**src/rtl/reg_desloc_n.sv**
```systemverilog
// Shift/rotate/load register with an optional counted right-shift burst.
// The burst FSM and its counter exist only when REG_DESLOC_BURST_EN is defined.
module reg_desloc_n #(
    parameter int               WIDTH     = 8,
    parameter logic [WIDTH-1:0] RESET_VAL = '0
) (
    input  logic                     clk,
    input  logic                     reset,
    input  logic                     en,
    input  logic [2:0]               op,
    input  logic                     serial_in,
    input  logic [WIDTH-1:0]         parallel_in,
    input  logic [$clog2(WIDTH):0]   burst_len,
    output logic [WIDTH-1:0]         out,
    output logic                     serial_out,
    output logic                     busy,
    output logic                     done
);

    localparam int CW = $clog2(WIDTH) + 1;

    logic [WIDTH-1:0] op_res;
    logic [WIDTH-1:0] out_nxt;

    // Single-cycle operations; op 111 falls through to hold here.
    always_comb begin
        op_res = out;
        case (op)
            3'b001:  op_res = {serial_in, out[WIDTH-1:1]};
            3'b010:  op_res = {out[WIDTH-2:0], serial_in};
            3'b011:  op_res = parallel_in;
            3'b100:  op_res = {out[0], out[WIDTH-1:1]};
            3'b101:  op_res = {out[WIDTH-2:0], out[WIDTH-1]};
            3'b110:  op_res = {out[WIDTH-1], out[WIDTH-1:1]};
            default: op_res = out;
        endcase
    end

    assign serial_out = out[0];

`ifdef REG_DESLOC_BURST_EN

    typedef enum logic {
        IDLE,
        BURST
    } state_t;

    state_t        state, state_nxt;
    logic [CW-1:0] cnt, cnt_nxt;
    logic          done_nxt;

    always_comb begin
        state_nxt = state;
        cnt_nxt   = cnt;
        out_nxt   = out;
        done_nxt  = 1'b0;
        if (en) begin
            case (state)
                IDLE: begin
                    if (op == 3'b111) begin
                        if (burst_len != '0) begin
                            state_nxt = BURST;
                            cnt_nxt   = burst_len;
                        end else begin
                            done_nxt = 1'b1;
                        end
                    end else begin
                        out_nxt = op_res;
                    end
                end
                BURST: begin
                    out_nxt = {serial_in, out[WIDTH-1:1]};
                    cnt_nxt = cnt - CW'(1);
                    if (cnt == CW'(1)) begin
                        state_nxt = IDLE;
                        done_nxt  = 1'b1;
                    end
                end
                default: state_nxt = IDLE;
            endcase
        end
    end

    // done is a pulse: it clears on the next edge even if en drops.
    always_ff @(posedge clk) begin
        if (reset) begin
            out   <= RESET_VAL;
            state <= IDLE;
            cnt   <= '0;
            done  <= 1'b0;
        end else begin
            out   <= out_nxt;
            state <= state_nxt;
            cnt   <= cnt_nxt;
            done  <= done_nxt;
        end
    end

    assign busy = (state == BURST);

`else

    logic unused_burst_len;

    assign unused_burst_len = ^burst_len;
    assign out_nxt          = en ? op_res : out;
    assign busy             = 1'b0;
    assign done             = 1'b0;

    always_ff @(posedge clk) begin
        if (reset) begin
            out <= RESET_VAL;
        end else begin
            out <= out_nxt;
        end
    end

`endif

endmodule

```
**config.mk**
```make
export PLATFORM = sky130hd
export DESIGN_NAME = reg_desloc_n
export DESIGN_NICKNAME = d
export VERILOG_FILES = /design/src/rtl/reg_desloc_n.sv
export SDC_FILE = /design/constraint.sdc
export NUM_CORES = 1
export LEC_CHECK = 0
export CAP_MARGIN = 20
export CORE_UTILIZATION = 40
export CTS_CLUSTER_DIAMETER = 200
export DETAILED_ROUTE_END_ITERATION = 8
export PLACE_DENSITY = 0.88
export SLEW_MARGIN = 20
export SYNTH_ARGS = -nofsm -noshare
export SYNTH_HDL_FRONTEND = slang
export SYNTH_SLANG_ARGS = --single-unit
```
**constraint.sdc**
```tcl
create_clock -name clk -period 1.4 [get_ports clk]
set_clock_uncertainty 0.1 [all_clocks]
set_input_delay 0.28 -clock clk [delete_from_list [all_inputs] [get_ports clk]]
set_output_delay 0.28 -clock clk [all_outputs]
set_load 0.05 [all_outputs]
```
==> impl_metrics.ini, run 1 <==
[worst_setup_path]
r2r-start = out[5]
rrSetupSlack_ns = 0.24
worstSetupEndpointType = flop
worstPathMaxFanout = 6
critPathKind = in -> reg
critPathRequiredTime_ns = 1.48
r2r_end = out[4]
reg2regPathDepth = 4
worst_setup_path_start_kind = input pin
crit_arrival_ns = 1.46

[pwr]
internal_power_mw = 0.536
vdd_drop_max_mv = 0.408
power.leakage_nw = 0.421
clock_power_share_pct = 22.6
p_seq_share_pct = 32.6
power_density_mw_per_mm2 = 776
switchingPower_mw = 0.308
power.share.combinational_pct = 44.8
swShare_pct = 36.5
power.total_mw = 0.844

[grt]
grt_pass1_wl_um = 3330
grt_max_degree = 11
grt_overflow = 0
grt_pass1_vias = 777
antenna_found_initial = 0
grt_usage_pct = 23.9

[run_status]
status = complete, no violations

[synthesis]
synth_cell_types = 30
postSynthCellCount = 85
synth-edff-count = 0
synthFlopType = dfxtp_1
netlist_area_um2 = 652
ys_warn_count = 0
seq_area_frac_synth_pct = 24.6
avgSynthCellArea_um2 = 7.67
ys_ff_latch = 8
synth-async-reset-ratio_pct = 0

[clock_network]
insertion_delay_ns = 0.26
max-clock-path-buffers = 2
clk_pin_slew_ns = 0.06
cts_sinks = 8
htree_levels = 1
cts_made_buffers = 3
clock-root-buffer = clkbuf_4
cts_tree = yes
ctsHoldBuffers = 0

[cells_and_area]
drive_gt1_share_pct = 31.1
regMostFlops = out
layout_common_cells = 15 x buf_4, 11 x clkdlybuf4s50_1, 9 x buf_12
final_nets = 140
areaGrowthSynthToFinish_pct = 67.0
largest_register_ffs = 8
reg_top3 = out x8
final_common_cell = buf_4
final_area_mm2 = 0.00109
layout.cells.non_filler = 135
diodes = 0

[place]
pre_cts_ws_ns = -0.486
place.gp.congestion = 0.832
port_buffers = 23
post_dp_cell_area_mm2 = 0.00105
dpl.hpwl_um = 1450
dp.cells = 131

[floorplanning]
rows = 14
die_w_um = 42.4
die_h_um = 42.4
ioPinCount = 30
start_util_pct = 43.3
die_area_mm2 = 0.00180
core_area_mm2 = 0.00151

[min_path]
hp-start = out[7]
holdPathEnd = out[7]
hold_path_class = reg -> reg
hold_depth = 2

[routing]
totalWireLength_um = 2030
wl_per_cell_um = 15.0
vias = 818
drc = 0
drt_iter0_drc = 23
firstDrtPassIters = 4
drtAntennaViolNets = 0
vias_per_cell = 6.06

[sta]
setup_tns_ns = 0
maxSlewViolCount = 0
hold_viol = 0
fin_ws_ns = 0.0178
max_freq_mhz = 723
fin_crit_sh_pct = 98.7
finalSetupViolCount = 0
period_needed_ns = 1.38
rsz0062_at_grt = true

[run]
maxCapViolations = 0
stage by stage:
step                hold WS (ns)  utilization [%]
floorplan                  0.248                -
CTS                        0.445             71.5
global route               0.477             72.3
finish                     0.458             72.3
detailed placement         0.426             69.5
global placement           0.420             69.5
logic make-up (layout without fill, tap and decap cells):
logic type      after synthesis  count (layout)  share of synthesized area, %
simple gates                 36              36                          31.7
other cells                   1               2                         0.575
compound gates               29              29                          31.7
mux                           1               1                          1.73
buf+inv                      10              43                          9.79
flops                         8               8                          24.6
layer usage:
metal,vias to the layer above,wire length (um),global-route usage [%]
met2,41,973,39.4
met5,-,0,0
met3,4,146,3.88
li1,381,-,-
met1,392,881,28.8
met4,0,28,14.4
worst max-delay path by stage:
stage                 from  endpoint  slack [ns]  depth (start not counted)
floorplan           out[3]    out[2]        0.07                          4
global placement     op[1]    out[0]       -0.45                          5
detailed placement   op[2]    out[0]       -0.49                          5
CTS                     en    out[0]        0.02                          5
global route         op[1]    out[2]       -0.02                          5
finish                  en    out[0]        0.02                          5
cell usage after synthesis, types with 2 or more instances:
cell type | count | area, um2
dfxtp_1 | 8 | 160
nand2b_1 | 8 | 50.1
nor2b_1 | 8 | 50.1
o21ai_0 | 8 | 40.0
nand2_1 | 7 | 26.3
buf_4 | 5 | 37.5
nor3b_1 | 5 | 37.5
o221ai_1 | 5 | 43.8
o22ai_1 | 5 | 31.3
nand3_1 | 3 | 15.0
nor2_1 | 3 | 11.3
clkbuf_1 | 2 | 7.51
worst max-delay path, cell delays in order:
cell and delay (ns):
clkdlybuf4s50_1 0.49, o31a_1 0.20, o21a_4 0.19, nor2_1 0.06
a311oi_2 0.24
power groups by stage:
stage | combinational [mW] | clock [mW] | sequential [mW]
after floorplan | 0.137 | 0 | 0.329
after global placement | 0.358 | 0 | 0.280
after detailed placement | 0.365 | 0 | 0.280
after CTS | 0.370 | 0.188 | 0.275
after global routing | 0.400 | 0.204 | 0.278
final | 0.378 | 0.191 | 0.275
what timing repair did:
item,in CTS,in global routing
hold endpoints to repair,0,0
setup buffers,0,1
resized for setup,8,3
cloned,0,0
endpoints found under the setup margin,8,6
layout make-up:
type                            instances  area [um2]
Clock buffer                            3        22.5
Multi-Input combinational cell         68         450
Inverter                                2        7.51
Fill cell                             106         418
Sequential cell                         8         163
Timing Repair Buffer                   38         425
Tap cell                               16        20.0
Power figures use the tool's default switching activity.
==> inputs of run 2 (changes only) <==
--- a/config.mk
+++ b/config.mk
@@ -6,11 +6,10 @@
 export NUM_CORES = 1
 export LEC_CHECK = 0
 export CAP_MARGIN = 20
-export CORE_UTILIZATION = 40
+export CORE_UTILIZATION = 36
 export CTS_CLUSTER_DIAMETER = 200
 export DETAILED_ROUTE_END_ITERATION = 8
-export PLACE_DENSITY = 0.88
-export SLEW_MARGIN = 20
+export PLACE_DENSITY = 0.84
 export SYNTH_ARGS = -nofsm -noshare
 export SYNTH_HDL_FRONTEND = slang
 export SYNTH_SLANG_ARGS = --single-unit
==> constraint.sdc (replaced) <==
create_clock -name clk -period 1.2 [get_ports clk]
set_clock_uncertainty 0.1 [all_clocks]
set_input_delay 0.24 -clock clk [delete_from_list [all_inputs] [get_ports clk]]
set_output_delay 0.24 -clock clk [all_outputs]
set_load 0.05 [all_outputs]
==> run 2 against run 1 <==
Critical path depth down 3. Power rose by 20%. Critical endpoint is now out[3]. Setup slack lost 0.00076 ns. Core utilization shrank 3.8 points.
==> impl_metrics.ini, run 2 (same netlist as run 1, synthesis figures left out) <==
[sta]
max_freq_mhz = 845
maxSlewViolCount = 0
worst_hold_slack_ns = 0.314
hold_viol = 0
fin_crit_sh_pct = 98.6
fin_ws_ns = 0.0171
finalSetupViolCount = 0
period_needed_ns = 1.18
rsz0062_at_grt = true
setup_tns_ns = 0

[worst_setup_path]
rrSetupSlack_ns = 0.03
critPathRequiredTime_ns = 0.86
crit_arrival_ns = 0.84
r2r_end = out[0]
reg2regPathDepth = 3
worst_setup_path_start_kind = flop
critPathKind = reg -> out
r2r-start = out[7]
slowest_stage = dfxtp_2
cpPeakStageDelay_ns = 0.32
worstSetupEndpointType = output port
path_cells = buf_6 -> buf_12
worstPathMaxFanout = 4

[cells_and_area]
fillCellCount = 121
largest_register_ffs = 8
layout_common_cells = 10 x buf_4, 9 x buf_12, 8 x nor2b_1, 8 x clkdlybuf4s50_1, 7 x nand2b_1
drive_gt1_share_pct = 42.4
areaGrowthSynthToFinish_pct = 79.5
regMostFlops = out
final_nets = 139
reg_top3 = out x8
fin_util_pct = 68.5
final_common_cell = buf_4
layout.cells.non_filler = 143
final_area_mm2 = 0.00117
diodes = 0

[floorplanning]
core_area_mm2 = 0.00171
die_h_um = 44.6
rows = 15
start_util_pct = 38.2
ioPinCount = 30
die_area_mm2 = 0.00199
die_w_um = 44.6

[routing]
vias_per_cell = 5.67
drc = 0
wl_per_cell_um = 16.3
vias = 811
firstDrtPassIters = 4
drtAntennaViolNets = 0
drt_iter0_drc = 17
totalWireLength_um = 2330

[pwr]
power_density_mw_per_mm2 = 869
power.total_mw = 1.02
power.leakage_nw = 0.448
vdd_drop_max_mv = 0.624

[grt]
antenna_found_initial = 0
grt_max_degree = 12
grt_overflow = 0
grt_pass1_wl_um = 3650
grt_pass1_vias = 777
grt_usage_pct = 25.3

[place]
pre_cts_ws_ns = -0.628
dpl.hpwl_um = 1540
place.gp.congestion = 0.877
port_buffers = 23
post_dp_cell_area_mm2 = 0.00107
dp.cells = 141

[clock_network]
cts_tree = yes
htree_levels = 1
cts_sinks = 8
clk_pin_slew_ns = 0.06
cts_made_buffers = 3
insertion_delay_ns = 0.26
max-clock-path-buffers = 2
ctsHoldBuffers = 0
clock-root-buffer = clkbuf_4

[min_path]
hold_path_class = in -> reg
hold_depth = 2
hp-start = reset
holdPathEnd = out[0]

[run_status]
status = complete, no violations

[run]
maxCapViolations = 0
[run 2: cell types whose count changed in the layout (fill, tap and decap cells not counted), sizes merged]
cell	delta
buf	+1
clkdlybuf4s50	-3
dlymetal6s2s	+1
[run 2: worst max-delay path: cells and delay by family (launching register included)]
| family | cells | cell delay, ns |
|---|---|---|
| flops | 1 | 0.32 |
| buf+inv | 2 | 0.27 |
[run 2: worst max-delay path by stage]
stage / from / to / slack [ns] / cells after the start
after floorplan: out[1] / out[0] / -0.03 / 3
after global placement: op[2] / out[0] / -0.55 / 5
after detailed placement: op[2] / out[4] / -0.63 / 5
after CTS: op[0] / out[5] / 0.005 / 6
after global routing: parallel_in[4] / out[4] / -0.03 / 5
final: out[3] / out[3] / 0.02 / 2
[run 2: final cells by class]
cell class | count | area [um2] | area share (%)
Clock buffer | 3 | 22.5 | 1.93
Inverter | 2 | 7.51 | 0.642
Multi-Input combinational cell | 68 | 505 | 43.2
Sequential cell | 8 | 178 | 15.2
Tap cell | 25 | 31.3 | 2.67
Timing Repair Buffer | 37 | 425 | 36.4
[run 2: power breakdown]
part / switching, mW / leakage, nW / internal [mW] / total, mW
Clock: 0.0985 / 0.0138 / 0.115 / 0.213
Sequential: 0.0392 / 0.0697 / 0.289 / 0.328
Combinational: 0.238 / 0.364 / 0.237 / 0.476
Total: 0.376 / 0.448 / 0.641 / 1.02
[run 2: metal layers]
layer  wire length, um  vias to the layer above  global-route usage [%]
met5                 0                        -                       0
met4                55                        0                    13.3
met3               131                        6                    2.45
met2              1160                       42                    44.1
met1               981                      383                    30.4
li1                  -                      380                       -
[run 2: what timing repair did]
item	4_1_cts	5_1_grt
gates resized for setup	27	19
endpoints found under the setup margin	11	14
pin swaps	2	3
setup buffers	2	0
==> inputs of run 3 (changes only) <==
--- a/config.mk
+++ b/config.mk
@@ -6,10 +6,11 @@
 export NUM_CORES = 1
 export LEC_CHECK = 0
 export CAP_MARGIN = 20
-export CORE_UTILIZATION = 36
+export CORE_UTILIZATION = 43
 export CTS_CLUSTER_DIAMETER = 200
+export CTS_CLUSTER_SIZE = 8
 export DETAILED_ROUTE_END_ITERATION = 8
-export PLACE_DENSITY = 0.84
+export PLACE_DENSITY = 0.93
 export SYNTH_ARGS = -nofsm -noshare
 export SYNTH_HDL_FRONTEND = slang
 export SYNTH_SLANG_ARGS = --single-unit
==> constraint.sdc (replaced) <==
create_clock -name clk -period 1.4 [get_ports clk]
set_clock_uncertainty 0.1 [all_clocks]
set_input_delay 0.28 -clock clk [delete_from_list [all_inputs] [get_ports clk]]
set_output_delay 0.28 -clock clk [all_outputs]
set_load 0.05 [all_outputs]
==> run 3 against run 2 <==
Die area fell by 16%. Critical path depth rose by 3. Global-route usage rose by 2.2 points. Combinational power fell by 24%. Setup slack improved by 0.027 ns. Clock-buffer cell count did not move. Via count fell by 2.8%. Clock power fell by 19%. Register-to-register slack improved by 0.14 ns. Power fell by 20%. Hold slack improved by 0.096 ns. Sequential power fell by 14%. Largest power group unchanged. Highest routed layer unchanged.
==> impl_metrics.ini, run 3 (same netlist as run 1, synthesis figures left out) <==
[place]
post_dp_cell_area_mm2 = 0.00103
dp.cells = 128
pre_cts_ws_ns = -0.497
place.gp.congestion = 0.867
dpl.hpwl_um = 1550
port_buffers = 23

[sta]
fin_crit_sh_pct = 96.8
worst_hold_slack_ns = 0.410
period_needed_ns = 1.36
fin_ws_ns = 0.0443
maxSlewViolCount = 0
max_freq_mhz = 738
setup_tns_ns = 0
hold_viol = 0
finalSetupViolCount = 0

[min_path]
hold_depth = 4
holdPathEnd = out[7]
hp-start = op[2]
hold_path_class = in -> reg

[pwr]
power_density_mw_per_mm2 = 770
vdd_drop_max_mv = 0.533
power.leakage_nw = 0.399
power.total_mw = 0.813

[grt]
antenna_found_initial = 0
grt_overflow = 0
grt_max_degree = 10
grt_usage_pct = 27.5
grt_pass1_wl_um = 2970
grt_pass1_vias = 700

[cells_and_area]
regMostFlops = out
reg_top3 = out x8
final_common_cell = buf_4
layout.cells.non_filler = 131
final_nets = 137
final_area_mm2 = 0.00106
diodes = 0
largest_register_ffs = 8
areaGrowthSynthToFinish_pct = 62.0
fin_util_pct = 78.2
drive_gt1_share_pct = 27.6
layout_common_cells = 12 x buf_4, 11 x clkdlybuf4s50_1, 9 x buf_12
fillCellCount = 85

[clock_network]
insertion_delay_ns = 0.25
max-clock-path-buffers = 2
cts_setup_buffers = 0
cts_sinks = 8
htree_levels = 1
cts_tree = yes
clock-root-buffer = clkbuf_4
clk_pin_slew_ns = 0.05
cts_made_buffers = 3
ctsHoldBuffers = 0

[worst_setup_path]
worstSetupEndpointType = flop
crit_arrival_ns = 1.42
r2r-start = out[2]
worstPathMaxFanout = 7
cpPeakStageDelay_ns = 0.37
critPathBufInv = 1
rrSetupSlack_ns = 0.17
worst_setup_path_start_kind = input pin
reg2regPathDepth = 4
critPathRequiredTime_ns = 1.47
path_cells = dlygate4sd2_1 -> nor2b_1 -> a221oi_1 -> a31o_1 -> a311oi_2
r2r_end = out[1]
slowest_stage = dlygate4sd2_1
path_delay_family = compound AO/OA/AOI/OAI gates
critPathKind = in -> reg

[floorplanning]
die_area_mm2 = 0.00168
die_w_um = 40.9
rows = 13
core_area_mm2 = 0.00135
ioPinCount = 30
die_h_um = 40.9
start_util_pct = 48.3

[routing]
totalWireLength_um = 2040
drc = 0
vias_per_cell = 6.02
drtAntennaViolNets = 0
vias = 788
wl_per_cell_um = 15.5
drt_iter0_drc = 25
firstDrtPassIters = 4

[run]
maxCapViolations = 0

[run_status]
status = complete, no violations
-- run 3: cell types whose count changed in the layout (fill, tap and decap cells not counted), moves of 2 or more --
cell / delta
o21ai_0: +4
buf_2: -2
dfxtp_4: -3
clkdlybuf4s50_1: +3
nand2b_4: -2
o21ai_1: -3
buf_6: -4
buf_4: +2
dfxtp_2: -3
dfxtp_1: +6
o221ai_1: +2
-- run 3: power breakdown --
part | total (mW) | switching (mW) | internal [mW]
Sequential | 0.281 | 0.0346 | 0.247
Combinational | 0.360 | 0.179 | 0.181
Clock | 0.172 | 0.0738 | 0.0978
Total | 0.813 | 0.288 | 0.525
-- run 3: layer usage --
metal	track usage (%)	vias to the layer above	wire length (um)
li1	-	376	-
met1	33.0	360	813
met2	43.4	46	1010
met3	10.9	6	156
met4	10.8	0	52
met5	0	-	0
-- run 3: final cells by class --
type | count | area (um2) | share of cell area, %
repair buffers | 35 | 403 | 38.2
inverters | 2 | 7.51 | 0.711
flip-flops and latches | 8 | 163 | 15.4
well taps | 15 | 18.8 | 1.78
clock buffers | 3 | 22.5 | 2.13
multi-input cells | 68 | 442 | 41.8
-- run 3: how the worst max path moves through the flow --
stage          startpoint  endpoint  slack [ns]  cells after the start
6_report            op[1]    out[0]        0.04                      5
5_1_grt                en    out[4]     -0.0002                      5
4_1_cts                en    out[0]        0.04                      5
3_5_place_dp        op[1]    out[4]       -0.50                      5
3_3_place_gp        op[1]    out[0]       -0.44                      5
2_1_floorplan      out[3]    out[2]        0.07                      4
-- run 3: timing repair --
item / 4_1_cts / 5_1_grt
setup endpoints to repair: 8 / 6
gates resized for setup: 6 / 3
pin swaps: 1 / 1
-- run 3: worst min-delay path, stage by stage --
cell and delay (ns):
clkbuf_2 0.18, o21ai_0 0.12, nand3_1 0.08, o21ai_1 0.06
